$ cat src/rtl/cpu_seq_pkg.sv
// Shared types and constants for the CPU two-phase clock sequencer:
// state encoding, per-state CLK1/CLK2 levels and reset output levels.
package cpu_seq_pkg;

  typedef enum logic [2:0] {
    BOOT_LO,
    BOOT_HI,
    IDLE,
    PH1_HI,
    PH1_LO,
    PH2_LO,
    PH2_HI
  } seq_state_e;

  typedef struct packed {
    logic clk1;
    logic clk2;
  } phase_lvl_t;

  localparam phase_lvl_t LVL_BOOT_LO = '{clk1: 1'b0, clk2: 1'b0};
  localparam phase_lvl_t LVL_BOOT_HI = '{clk1: 1'b0, clk2: 1'b1};
  localparam phase_lvl_t LVL_IDLE    = '{clk1: 1'b0, clk2: 1'b1};
  localparam phase_lvl_t LVL_PH1_HI  = '{clk1: 1'b1, clk2: 1'b1};
  localparam phase_lvl_t LVL_PH1_LO  = '{clk1: 1'b0, clk2: 1'b1};
  localparam phase_lvl_t LVL_PH2_LO  = '{clk1: 1'b0, clk2: 1'b0};
  localparam phase_lvl_t LVL_PH2_HI  = '{clk1: 1'b0, clk2: 1'b1};

  localparam logic RST_CLK1   = 1'b0;
  localparam logic RST_CLK2   = 1'b1;
  localparam logic RST_BOOT   = 1'b1;
  localparam logic RST_HALTED = 1'b0;

  // Clock levels driven while the sequencer sits in a given state.
  function automatic phase_lvl_t state_lvl(input seq_state_e s);
    phase_lvl_t lvl;
    lvl = LVL_IDLE;
    unique case (s)
      BOOT_LO: lvl = LVL_BOOT_LO;
      BOOT_HI: lvl = LVL_BOOT_HI;
      IDLE:    lvl = LVL_IDLE;
      PH1_HI:  lvl = LVL_PH1_HI;
      PH1_LO:  lvl = LVL_PH1_LO;
      PH2_LO:  lvl = LVL_PH2_LO;
      PH2_HI:  lvl = LVL_PH2_HI;
      default: lvl = LVL_IDLE;
    endcase
    return lvl;
  endfunction

endpackage

$ cat src/rtl/cpu_phase_timer.sv
// Phase timer: reloads PHASE_CYC-1 on state entry and counts down;
// expire_c flags the last cycle of the current phase.
module cpu_phase_timer #(
  parameter int unsigned PHASE_CYC = 2
) (
  input  logic CLK,
  input  logic reset,
  input  logic load,
  output logic expire_c
);

  localparam int unsigned TW = (PHASE_CYC > 1) ? $clog2(PHASE_CYC) : 1;
  localparam logic [TW-1:0] RELOAD = TW'(PHASE_CYC - 1);

  logic [TW-1:0] cnt;

  always_ff @(posedge CLK or posedge reset) begin
    if (reset) begin
      cnt <= RELOAD;
    end else if (load) begin
      cnt <= RELOAD;
    end else if (cnt != '0) begin
      cnt <= cnt - TW'(1);
    end
  end

  assign expire_c = (cnt == '0);

endmodule

$ cat src/rtl/cpu_phase_sequencer.sv
// Two-phase CLK1/CLK2 sequencer with boot sequence, run/step/halt control
// and instruction counter. Breakpoint stop enabled by CPU_SEQ_BREAKPOINT_EN.
module cpu_phase_sequencer
  import cpu_seq_pkg::*;
#(
  parameter int unsigned PHASE_CYC = 2,
  parameter int unsigned CNT_W     = 16,
  parameter int unsigned AUTO_RUN  = 0
) (
  input  logic             CLK,
  input  logic             reset,
  input  logic             run,
  input  logic             step,
  input  logic             halt_req,
  input  logic [7:0]       Addr,
  input  logic [7:0]       bp_addr,
  input  logic             bp_valid,
  output logic             CLK1,
  output logic             CLK2,
  output logic             boot,
  output logic             halted,
  output logic             bp_hit,
  output logic [CNT_W-1:0] instr_cnt
);

  seq_state_e state, state_next;
  phase_lvl_t lvl_c;
  logic expire_c, load_c, boundary_c, leave_idle_c, start_c;
  logic bp_match_c, continue_c;
  logic halt_pend, step_mode;

  cpu_phase_timer #(.PHASE_CYC(PHASE_CYC)) u_timer (
    .CLK      (CLK),
    .reset    (reset),
    .load     (load_c),
    .expire_c (expire_c)
  );

  always_ff @(posedge CLK or posedge reset) begin
    if (reset) state <= BOOT_LO;
    else       state <= state_next;
  end

  // Back-to-back execution only in free-running mode with nothing asking to stop.
  assign continue_c = run && !halt_pend && !halt_req && !step_mode && !bp_match_c;

  always_comb begin
    state_next   = state;
    boundary_c   = 1'b0;
    leave_idle_c = 1'b0;
    unique case (state)
      BOOT_LO: if (expire_c) state_next = BOOT_HI;
      BOOT_HI: if (expire_c) state_next = ((AUTO_RUN != 0) && run) ? PH1_HI : IDLE;
      IDLE: begin
        if (!halt_req && (step || run)) begin
          state_next   = PH1_HI;
          leave_idle_c = 1'b1;
        end
      end
      PH1_HI:  if (expire_c) state_next = PH1_LO;
      PH1_LO:  if (expire_c) state_next = PH2_LO;
      PH2_LO:  if (expire_c) state_next = PH2_HI;
      PH2_HI: begin
        if (expire_c) begin
          boundary_c = 1'b1;
          state_next = continue_c ? PH1_HI : IDLE;
        end
      end
      default: state_next = BOOT_LO;
    endcase
  end

  assign load_c  = (state_next != state);
  assign start_c = leave_idle_c || ((state == BOOT_HI) && (state_next == PH1_HI));
  assign lvl_c   = state_lvl(state);

  // Output levels lag the state by one cycle so every pin is a clean flop.
  always_ff @(posedge CLK or posedge reset) begin
    if (reset) begin
      CLK1      <= RST_CLK1;
      CLK2      <= RST_CLK2;
      boot      <= RST_BOOT;
      halted    <= RST_HALTED;
      instr_cnt <= '0;
      halt_pend <= 1'b0;
      step_mode <= 1'b0;
    end else begin
      CLK1   <= lvl_c.clk1;
      CLK2   <= lvl_c.clk2;
      boot   <= (state == BOOT_LO) || (state == BOOT_HI);
      halted <= (state == IDLE);
      if (boundary_c) instr_cnt <= instr_cnt + CNT_W'(1);
      if (start_c) step_mode <= leave_idle_c && step;
      if (boundary_c && (state_next == IDLE)) halt_pend <= 1'b0;
      else if (halt_req && (state != IDLE))   halt_pend <= 1'b1;
    end
  end

`ifdef CPU_SEQ_BREAKPOINT_EN
  assign bp_match_c = bp_valid && (Addr == bp_addr) && !step_mode;

  always_ff @(posedge CLK or posedge reset) begin
    if (reset)                          bp_hit <= 1'b0;
    else if (start_c)                   bp_hit <= 1'b0;
    else if (boundary_c && bp_match_c)  bp_hit <= 1'b1;
  end
`else
  logic unused_bp_c;
  assign unused_bp_c = ^{Addr, bp_addr, bp_valid};
  assign bp_match_c  = 1'b0;
  assign bp_hit      = 1'b0;
`endif

endmodule

$ cat config.mk
export PLATFORM = sky130hd
export DESIGN_NAME = cpu_phase_sequencer
export DESIGN_NICKNAME = d
export VERILOG_FILES = /design/src/rtl/cpu_seq_pkg.sv /design/src/rtl/cpu_phase_timer.sv /design/src/rtl/cpu_phase_sequencer.sv
export SDC_FILE = /design/constraint.sdc
export NUM_CORES = 1
export LEC_CHECK = 0
export ABC_AREA = 0
export CORE_MARGIN = 5
export CORE_UTILIZATION = 30
export DETAILED_ROUTE_END_ITERATION = 12
export SETUP_SLACK_MARGIN = 0.1
export SLEW_MARGIN = 20
export SYNTH_ARGS = -nofsm -noshare
export SYNTH_HDL_FRONTEND = slang
export SYNTH_SLANG_ARGS = --single-unit
$ cat constraint.sdc
create_clock -name CLK -period 4.6 [get_ports CLK]
set_clock_uncertainty 0.1 [all_clocks]
set_input_delay 0.46 -clock CLK [delete_from_list [all_inputs] [get_ports CLK]]
set_output_delay 0.46 -clock CLK [all_outputs]
set_load 0.01 [all_outputs]
---- Word-level counts from Yosys, hierarchy flattened ----
Cells that the tools add are included.
cells by class
  add/subtract/negate cells ............... 2
  multiply operators ...................... 0
  div/mod/pow operators ................... 0
  order comparisons ....................... 0
  eq/ne operators ......................... 10
  shift operators ......................... 0
  muxes and demuxes ....................... 18
  bitwise logic cells ..................... 0
  reductions and logical operators ........ 17
operator list
  cell                                                                     number
  3-bit two-way mux                                                        7
  3-bit one-hot mux with 7 select lines                                    1
  16-bit by 1-bit adder with 16-bit output, second input constant          1
  3-bit by 2-bit equality test with 1-bit output, second input constant    4
  3-bit equality test, second input constant                               3
  1-bit two-way mux                                                        9
  1-bit logical AND                                                        8
  2-bit one-hot mux with 2 select lines                                    1
  3-bit by 1-bit equality test with 1-bit output, second input constant    1
  1-bit zero test                                                          3
  3-bit zero test                                                          1
  1-bit logical OR                                                         3
  3-bit by 2-bit inequality test with 1-bit output, second input constant  1
  3-bit inequality test                                                    1
  2-bit nonzero test                                                       1
  2-bit OR reduction                                                       1
  1-bit subtractor, second input constant                                  1
word-level totals
  register bits after elaboration ......... 26
  bits in latches ......................... 0
  RAM bits ................................ 0
  memory bits (read-only) ................. 0
  input bits .............................. 22
  output and inout port bits .............. 21
  logic and storage cells ................. 56
  memories kept ........................... 0

---- Depth between registers and ports, before layout ----
Gate-level depths: netlist of run 1.
  depth in word-level cells ............... 10
  depth in mapped cells ................... 7
  depth with buffers taken out ............ 5

---- Modules after synthesis ----
A second synthesis of run 1 with hierarchy kept.
unflattened totals
  cells, all modules ...................... 107
  area, all modules ....................... 1,187.4 um^2
modules (own cells, without submodules)
  module               instances  cells an instance  area each (um^2)  seq. area each (um^2)
  cpu_phase_sequencer  1          104                1,153.6           628.1
  cpu_phase_timer      1          3                  33.8              26.3

---- Worst setup path before layout of run 1 ----
No wires, ideal clock.
  path type ............................... flip-flop to flip-flop
  start ................................... register u_timer.cnt
  end ..................................... register instr_cnt[12]
  setup time .............................. 0.126 ns
  data arrival time ....................... 1.560 ns
  required time ........................... 4.374 ns
  setup slack ............................. 2.814 ns
  stages on the path, launching flop included .. 8
  path buffers ............................ 3
  clock period less this slack ............ 1.786 ns
  path through ............................ dfstp_2 buf_6 and4bb_1 buf_4 and4_1 buf_4 and3_1 xor2_1
between the ends
  word-level cells in the longest chain between the ends .. 2
ends and longest elaborated chain
  element                 line                       text
  start, declared         cpu_phase_timer.sv:15      logic [TW-1:0] cnt;
  start signal, assigned  cpu_phase_timer.sv:23      cnt <= cnt - TW'(1);
  1-bit two-way mux       cpu_phase_sequencer.sv:64  if (expire_c) begin
  1-bit two-way mux       cpu_phase_sequencer.sv:51  unique case (state)
  end signal, assigned    cpu_phase_sequencer.sv:92  if (boundary_c) instr_cnt <= instr_cnt + CNT_W'(1);
  end, declared           cpu_phase_sequencer.sv:23  output logic [CNT_W-1:0] instr_cnt
Every way passes these cells.
A chain may end at the register's enable or synchronous reset.

---- Final worst setup path of run 1 ----
  start ................................... register state[0]
  end ..................................... register instr_cnt[12]
between the ends
  word-level cells in the longest chain between the ends .. 2
ends and longest elaborated chain
  element                 line                       text
  start, declared         cpu_phase_sequencer.sv:26  seq_state_e state, state_next;
  start signal, assigned  cpu_phase_sequencer.sv:41  else state <= state_next;
  3-bit equality test     cpu_phase_sequencer.sv:51
  1-bit two-way mux       cpu_phase_sequencer.sv:51
Every way passes these cells.

==> report_table.html, run 1 <==
<table>
<tr><th>Metric</th><th>Value</th></tr>
<tr><th colspan="2">Outcome</th></tr>
<tr><td>Run status</td><td>finished clean</td></tr>
<tr><th colspan="2">Routing</th></tr>
<tr><td>Count of nets left with antenna violations after detail routing</td><td>0</td></tr>
<tr><td>Total detailed-routing wirelength</td><td>2220 µm</td></tr>
<tr><td>Detailed Route Iter0 Violations</td><td>34</td></tr>
<tr><td>Drt via density</td><td>4.53</td></tr>
<tr><td>Post-route DRC</td><td>0</td></tr>
<tr><td>Average wire length per cell after detail routing</td><td>12.4 µm</td></tr>
<tr><td>Via count of the routed design</td><td>811</td></tr>
<tr><td>First drt pass iteration count</td><td>4</td></tr>
<tr><th colspan="2">Power</th></tr>
<tr><td>Cell internal pwr</td><td>0.469 mW</td></tr>
<tr><td>Share of power burned in combinational logic</td><td>28.6%</td></tr>
<tr><td>Largest voltage drop on the vdd net</td><td>0.131 mV</td></tr>
<tr><td>Sequential group share of total power</td><td>50.2%</td></tr>
<tr><td>Areal power density over the cells</td><td>461 mW/mm²</td></tr>
<tr><td>Clock network fraction of design power</td><td>21.2%</td></tr>
<tr><td>Total leakage power</td><td>0.623 nW</td></tr>
<tr><td>Switching fraction of total power</td><td>31.8%</td></tr>
<tr><td>Net switching power</td><td>0.219 mW</td></tr>
<tr><th colspan="2">Place</th></tr>
<tr><td>Global placer's final weighted congestion</td><td>0.748</td></tr>
<tr><td>Half-perimeter wire length of the detailed placement result</td><td>1630 µm</td></tr>
<tr><td># port buffers</td><td>24</td></tr>
<tr><td>Setup WS pre-CTS</td><td>2670 ps</td></tr>
<tr><td>Number of cells in the design after placement</td><td>175</td></tr>
<tr><th colspan="2">CTS</th></tr>
<tr><td>TritonCTS clock tree</td><td>done</td></tr>
<tr><td>Number of setup buffers added after CTS</td><td>0</td></tr>
<tr><td>Clk root buf</td><td>clkbuf_8</td></tr>
<tr><td>Maximum buffer depth of the clock tree</td><td>2</td></tr>
<tr><td>Inserted Clock Buffers</td><td>3</td></tr>
<tr><td>Post-cts hold buffer count</td><td>0</td></tr>
<tr><td>Clock sink count</td><td>26</td></tr>
<tr><td>CTS clk-pin slew, worst paths</td><td>90 ps</td></tr>
<tr><td>Later-pin clock latency in the skew report</td><td>270 ps</td></tr>
<tr><td>H-tree levels</td><td>1</td></tr>
<tr><td>Post-cts sizing count</td><td>0</td></tr>
<tr><th colspan="2">Final layout</th></tr>
<tr><td>Area added between synthesis and finish</td><td>26.3%</td></tr>
<tr><td>Number of nets at the end of the flow</td><td>155</td></tr>
<tr><td>Non-filler instance count after layout</td><td>179</td></tr>
<tr><td>Number of diodes</td><td>0</td></tr>
<tr><td>Share of layout cells above drive strength 1</td><td>6.11%</td></tr>
<tr><td>Fillers</td><td>381</td></tr>
<tr><th colspan="2">STA</th></tr>
<tr><td>Final setup fails</td><td>0</td></tr>
<tr><td>Fin crit share</td><td>42.0%</td></tr>
<tr><td>Time the worst path needs with I/O delays and setup</td><td>1930 ps</td></tr>
<tr><td>Setup repair after global routing missed its margin</td><td>no</td></tr>
<tr><td>Rel. slew slack</td><td>37.6%</td></tr>
<tr><td>Worst Slack Setup Final</td><td>2670 ps</td></tr>
<tr><td>Hold Violations, Final</td><td>0</td></tr>
<tr><td>Final total negative setup slack</td><td>0 ps</td></tr>
<tr><td>Max Clock Freq</td><td>518 MHz</td></tr>
<tr><td>Slew @ Worst Pin</td><td>931 ps</td></tr>
<tr><td>Pins over their slew limit</td><td>0</td></tr>
<tr><th colspan="2">Synth</th></tr>
<tr><td>Async set or reset register ratio after synthesis</td><td>100%</td></tr>
<tr><td>Synth Register Bits</td><td>26</td></tr>
<tr><td>Netlist area before placement</td><td>0.00118 mm²</td></tr>
<tr><td>Sequential cell area fraction in the yosys report</td><td>55.4%</td></tr>
<tr><td>Top cell type by total area after synthesis</td><td>dfrtp_1</td></tr>
<tr><td>Net count after synthesis</td><td>131</td></tr>
<tr><td>Synth Flop Type</td><td>dfrtp_1</td></tr>
<tr><td>Most repeated cell in the gate-level netlist after synthesis</td><td>dfrtp_1</td></tr>
<tr><td>Gate Count Post-Synth</td><td>108</td></tr>
<tr><td>Most numerous cell types in the synthesized netlist</td><td>dfrtp_1 (23), xnor2_1 (14), nand2_1 (10), nand3_1 (6)</td></tr>
<tr><td>Warnings, synthesis</td><td>0</td></tr>
<tr><td>Number of enable flip-flop cells after synthesis</td><td>0</td></tr>
<tr><td>Mapped Avg Cell Area</td><td>10.9 µm²</td></tr>
<tr><td>Top area cells in the synthesized netlist</td><td>dfrtp_1 (49%), xnor2_1 (10%), dfstp_2 (6.7%)</td></tr>
<tr><td>Proportion of netlist area held by the largest area contributor</td><td>48.7%</td></tr>
<tr><td>Netlist cell types</td><td>30</td></tr>
<tr><th colspan="2">Worst setup path</th></tr>
<tr><td>Startpoint Class</td><td>register</td></tr>
<tr><td>R2R depth</td><td>4</td></tr>
<tr><td>Type of the setup path with the least slack</td><td>register to register</td></tr>
<tr><td>CP Data Arrival Time</td><td>2020 ps</td></tr>
<tr><td>Worst EP required</td><td>4690 ps</td></tr>
<tr><td>Type of element capturing the critical path</td><td>register</td></tr>
<tr><td>Crit-path max FO</td><td>10</td></tr>
<tr><th colspan="2">Floorplan</th></tr>
<tr><td>Die area</td><td>0.00529 mm²</td></tr>
<tr><td>Area of the core</td><td>0.00374 mm²</td></tr>
<tr><td>Site row count</td><td>22</td></tr>
<tr><td>IO Count</td><td>43</td></tr>
<tr><td>Die boundary width</td><td>72.7 µm</td></tr>
<tr><td>Starting utilization of the core area</td><td>31.6%</td></tr>
<tr><td>Die Span Y</td><td>72.7 µm</td></tr>
<tr><th colspan="2">Global route</th></tr>
<tr><td>GRT Residual Overflow</td><td>0</td></tr>
<tr><td>First-pass GRT wire length</td><td>3560 µm</td></tr>
<tr><td>Number of antenna violations at the first check in global routing</td><td>0</td></tr>
<tr><td>All-Layer GR Usage</td><td>8.61%</td></tr>
<tr><td>Vias in the first global route</td><td>768</td></tr>
<tr><td>Maximum number of pins on one net before global-route repair</td><td>27</td></tr>
<tr><th colspan="2">Worst hold path</th></tr>
<tr><td>Worst Hold Depth</td><td>1</td></tr>
<tr><td>Hold WC Path Type</td><td>register to register</td></tr>
<tr><th colspan="2">Flow run</th></tr>
<tr><td>MaxCap Viol Count</td><td>0</td></tr>
</table>
## layer usage
layer	up-vias	routed length [µm]	part of all wire, %	track usage, %
met5	-	0	0	0
met4	0	27	1.2	4.30
met3	2	145	6.5	1.93
met2	19	946	43	12.9
met1	380	1110	50	11.6
li1	410	-	-	-
## layout make-up
cell class                 instances  area, µm²  share of cell area, %
sequential                        26        654                   43.9
multi-input combinational         71        459                   30.8
timing repair buffer              24        240                   16.1
tap                               48       60.1                   4.03
clock buffer                       4       55.1                   3.69
inverter                           6       22.5                   1.51
## registers in the layout, summed over array words and instances, names as in the netlist
name,flops
CLK1,1
u_timer.cnt,1
step_mode,1
instr_cnt,16
halted,1
state,3
CLK2,1
boot,1
halt_pend,1
## metrics by stage
stage	instance area [µm²]	util (%)	total power, mW	hold WS [ps]
finish	1490	39.8	0.688	382
global route	1490	39.8	0.732	420
CTS	1490	39.8	0.696	391
detailed placement	1440	38.4	0.549	375
global placement	1440	38.4	0.541	363
floorplan	1180	-	0.479	346
## placed cells by master (no fill, tap or decap), drive strengths merged, types with 2 or more instances in the layout
cell type / instances
nand2: 10
nand3: 6
and4: 2
o21ai: 5
xor2: 2
clkbuf: 4
mux2: 2
inv: 5
dfrtp: 23
dfstp: 3
clkdlybuf4s50: 24
a21oi: 4
nor2: 5
and2: 2
and3: 4
nand4: 4
xnor2: 14
## worst paths after layout
check                                     startpoint                         to  slack [ps]
hold reg to reg            instr_cnt[15]$_DFFE_PP0P_  instr_cnt[15]$_DFFE_PP0P_         380
setup / recovery                  state[0]$_DFF_PP0_  instr_cnt[12]$_DFFE_PP0P_        2670
setup reg to reg                  state[0]$_DFF_PP0_  instr_cnt[12]$_DFFE_PP0P_        2670
min in group asynchronous                      reset             CLK1$_DFF_PP0_         500
max in group asynchronous                      reset   instr_cnt[6]$_DFFE_PP0P_        3470
hold / removal             instr_cnt[15]$_DFFE_PP0P_  instr_cnt[15]$_DFFE_PP0P_         380
## power by group through the flow
stage	registers (mW)	logic, mW	clock network [mW]
detailed placement	0.351	0.198	0
finish	0.345	0.197	0.146
floorplan	0.339	0.140	0
CTS	0.346	0.200	0.150
global placement	0.349	0.192	0
global route	0.355	0.219	0.157
## critical path, stage by stage (launching register included)
cell	delay [ps]
dfrtp_1	490
and4bb_1	540
and4_1	390
and3_1	200
xor2_1	140
## kinds of logic (layout without fill, tap and decap cells)
group	Yosys count	after routing	synth area share [%]
AND/OR/NAND/NOR	38	38	17.4
AO/OA/AOI/OAI	13	13	6.36
other	1	1	0.317
flip-flops	26	26	55.4
multiplexers	2	2	1.91
XOR/XNOR	16	16	11.9
adder cells (fa/ha/maj)	1	1	1.06
buffers and inverters	11	34	5.72
Note: power is estimated with default switching activity, not from simulation.
==> inputs of run 2 (changes only) <==
- clock period: 4.6 -> 1.9 ns (I/O delays scaled with it)
==> run 2 against run 1 <==
Sequential power increased by 140%; largest cell class unchanged; highest routed layer unchanged; cell area increased by 1.5%; critical path depth unchanged; routed wire length decreased by 1.0%; fmax increased by 17%; clock power increased by 140%; sequential share of layout area decreased by 0.65 points.
==> report_table.html, run 2 (synthesis results as in run 1) <==
<table>
<tr><th>Metric</th><th>Value</th></tr>
<tr><th colspan="2">Outcome</th></tr>
<tr><td>Run status</td><td>finished clean</td></tr>
<tr><th colspan="2">Power</th></tr>
<tr><td>Largest voltage drop on the vdd net</td><td>0.348 mV</td></tr>
<tr><td>Areal power density over the cells</td><td>1110 mW/mm²</td></tr>
<tr><td>Total leakage power</td><td>0.643 nW</td></tr>
<tr><th colspan="2">Floorplan</th></tr>
<tr><td>Area of the core</td><td>0.00374 mm²</td></tr>
<tr><td>Site row count</td><td>22</td></tr>
<tr><td>Starting utilization of the core area</td><td>31.6%</td></tr>
<tr><td>Die area</td><td>0.00529 mm²</td></tr>
<tr><td>Die Span Y</td><td>72.7 µm</td></tr>
<tr><td>Die boundary width</td><td>72.7 µm</td></tr>
<tr><td>IO Count</td><td>43</td></tr>
<tr><th colspan="2">CTS</th></tr>
<tr><td>Later-pin clock latency in the skew report</td><td>270 ps</td></tr>
<tr><td>Post-cts hold buffer count</td><td>0</td></tr>
<tr><td>Number of setup buffers added after CTS</td><td>0</td></tr>
<tr><td>Maximum buffer depth of the clock tree</td><td>2</td></tr>
<tr><td>TritonCTS clock tree</td><td>done</td></tr>
<tr><td>Inserted Clock Buffers</td><td>3</td></tr>
<tr><td>Clock sink count</td><td>26</td></tr>
<tr><td>CTS clk-pin slew, worst paths</td><td>90 ps</td></tr>
<tr><td>Post-cts sizing count</td><td>0</td></tr>
<tr><td>H-tree levels</td><td>1</td></tr>
<tr><td>Clk root buf</td><td>clkbuf_8</td></tr>
<tr><th colspan="2">Final layout</th></tr>
<tr><td>Most common cell after layout, fill and taps aside</td><td>clkdlybuf4s50_1</td></tr>
<tr><td>Max FFs per register</td><td>16</td></tr>
<tr><td>Final core area utilization</td><td>40.4%</td></tr>
<tr><td>Largest Register</td><td>instr_cnt</td></tr>
<tr><td>Number of nets at the end of the flow</td><td>158</td></tr>
<tr><td>Fillers</td><td>379</td></tr>
<tr><td>Most frequent cells in the layout</td><td>clkdlybuf4s50_1 (24), dfrtp_1 (23), xnor2_1 (14)</td></tr>
<tr><td>Registers with the most flip-flops</td><td>instr_cnt x16, state x3</td></tr>
<tr><td>Share of layout cells above drive strength 1</td><td>8.21%</td></tr>
<tr><td>Number of diodes</td><td>0</td></tr>
<tr><td>Area added between synthesis and finish</td><td>28.2%</td></tr>
<tr><th colspan="2">Worst setup path</th></tr>
<tr><td>CP Data Arrival Time</td><td>1760 ps</td></tr>
<tr><td>Launch point of the worst reg-to-reg path</td><td>state[0]$_DFF_PP0_</td></tr>
<tr><td>Crit-path max FO</td><td>9</td></tr>
<tr><td>Type of element capturing the critical path</td><td>register</td></tr>
<tr><td>Worst setup path startpoint</td><td>state[0]$_DFF_PP0_</td></tr>
<tr><td>Reg-to-reg slack, setup</td><td>250 ps</td></tr>
<tr><td>Type of the setup path with the least slack</td><td>register to register</td></tr>
<tr><td>R2R depth</td><td>4</td></tr>
<tr><td>Worst setup path end</td><td>instr_cnt[12]$_DFFE_PP0P_</td></tr>
<tr><td>Worst EP required</td><td>2000 ps</td></tr>
<tr><td>Startpoint Class</td><td>register</td></tr>
<tr><td>Reg2Reg Capture Point</td><td>instr_cnt[12]$_DFFE_PP0P_</td></tr>
<tr><th colspan="2">STA</th></tr>
<tr><td>Worst hold slack</td><td>166 ps</td></tr>
<tr><td>Final setup fails</td><td>0</td></tr>
<tr><td>Time the worst path needs with I/O delays and setup</td><td>1650 ps</td></tr>
<tr><td>Max Clock Freq</td><td>605 MHz</td></tr>
<tr><td>Setup repair after global routing missed its margin</td><td>no</td></tr>
<tr><td>Final total negative setup slack</td><td>0 ps</td></tr>
<tr><td>Hold Violations, Final</td><td>0</td></tr>
<tr><td>Pins over their slew limit</td><td>0</td></tr>
<tr><td>Fin crit share</td><td>87.1%</td></tr>
<tr><th colspan="2">Routing</th></tr>
<tr><td>Drt via density</td><td>4.80</td></tr>
<tr><td>Count of nets left with antenna violations after detail routing</td><td>0</td></tr>
<tr><td>Highest routed metal layer</td><td>met4</td></tr>
<tr><td>Via count of the routed design</td><td>874</td></tr>
<tr><td>Average wire length per cell after detail routing</td><td>12.1 µm</td></tr>
<tr><td>Detailed-routed wire length on met3</td><td>172 µm</td></tr>
<tr><td>Length of routed wiring on met1</td><td>960 µm</td></tr>
<tr><td>Detailed Route Iter0 Violations</td><td>41</td></tr>
<tr><td>Post-route DRC</td><td>0</td></tr>
<tr><td>First drt pass iteration count</td><td>4</td></tr>
<tr><td>Total detailed-routing wirelength</td><td>2200 µm</td></tr>
<tr><td>Total met2 wirelength after detailed routing</td><td>1010 µm</td></tr>
<tr><th colspan="2">Global route</th></tr>
<tr><td>First-pass GRT wire length</td><td>3660 µm</td></tr>
<tr><td>All-Layer GR Usage</td><td>8.93%</td></tr>
<tr><td>GRT Residual Overflow</td><td>0</td></tr>
<tr><td>Vias in the first global route</td><td>821</td></tr>
<tr><td>Maximum number of pins on one net before global-route repair</td><td>27</td></tr>
<tr><td>Number of antenna violations at the first check in global routing</td><td>0</td></tr>
<tr><th colspan="2">Worst hold path</th></tr>
<tr><td>Hold WC Path Type</td><td>primary input to asynchronous set/reset pin</td></tr>
<tr><th colspan="2">Place</th></tr>
<tr><td>Global placer's final weighted congestion</td><td>0.753</td></tr>
<tr><td>Half-perimeter wire length of the detailed placement result</td><td>1610 µm</td></tr>
<tr><td># port buffers</td><td>24</td></tr>
<tr><th colspan="2">Flow run</th></tr>
<tr><td>MaxCap Viol Count</td><td>0</td></tr>
</table>
## run 2: changes by cell type in the layout (fill, tap and decap cells not counted)
cell,previous run,this run
buf_4,0,3
clkinv_1,1,0
inv_1,4,5
## run 2: area by class of cell
class	count	area, µm²	area share, %
sequential	26	654	43.2
tap	48	60.1	3.97
multi-input combinational	71	459	30.3
inverter	6	22.5	1.49
clock buffer	4	55.1	3.64
timing repair buffer	27	263	17.4
## run 2: layer usage
metal  vias to the layer above  GRT usage, %
met5                         -             0
met4                         0          6.76
met3                         4          2.07
met2                        28          13.7
met1                       423          10.8
li1                        419             -
## run 2: how the worst min path moves through the flow
| stage | start | endpoint | slack [ps] |
|---|---|---|---|
| 6_report | reset | instr_cnt[12]$_DFFE_PP0P_ | 170 |
| 5_1_grt | reset | instr_cnt[11]$_DFFE_PP0P_ | 220 |
| 4_1_cts | reset | instr_cnt[12]$_DFFE_PP0P_ | 180 |
| 3_5_place_dp | instr_cnt[12]$_DFFE_PP0P_ | instr_cnt[12]$_DFFE_PP0P_ | 380 |
| 3_3_place_gp | instr_cnt[15]$_DFFE_PP0P_ | instr_cnt[15]$_DFFE_PP0P_ | 360 |
| 2_1_floorplan | reset | CLK1$_DFF_PP0_ | 130 |
## run 2: critical path, cell delays in order (launching register included)
cell	delay [ps]
dfrtp_1	490
and4bb_1	320
and4_1	330
and3_1	210
xor2_1	140
## run 2: where the power goes
part | internal [mW] | leakage, nW | switching, mW
clock | 0.185 | 0.0288 | 0.171
combinational | 0.265 | 0.276 | 0.222
sequential | 0.699 | 0.338 | 0.138
total | 1.15 | 0.643 | 0.532
## run 2: metrics by stage
step	worst slack, ps	total power [mW]	area (µm²)	instances
4_1_cts	227	1.70	1510	182
3_5_place_dp	240	1.34	1460	178
6_report	246	1.68	1510	182
5_1_grt	124	1.79	1510	182
2_1_floorplan	114	1.16	1180	108
3_3_place_gp	278	1.33	1460	178
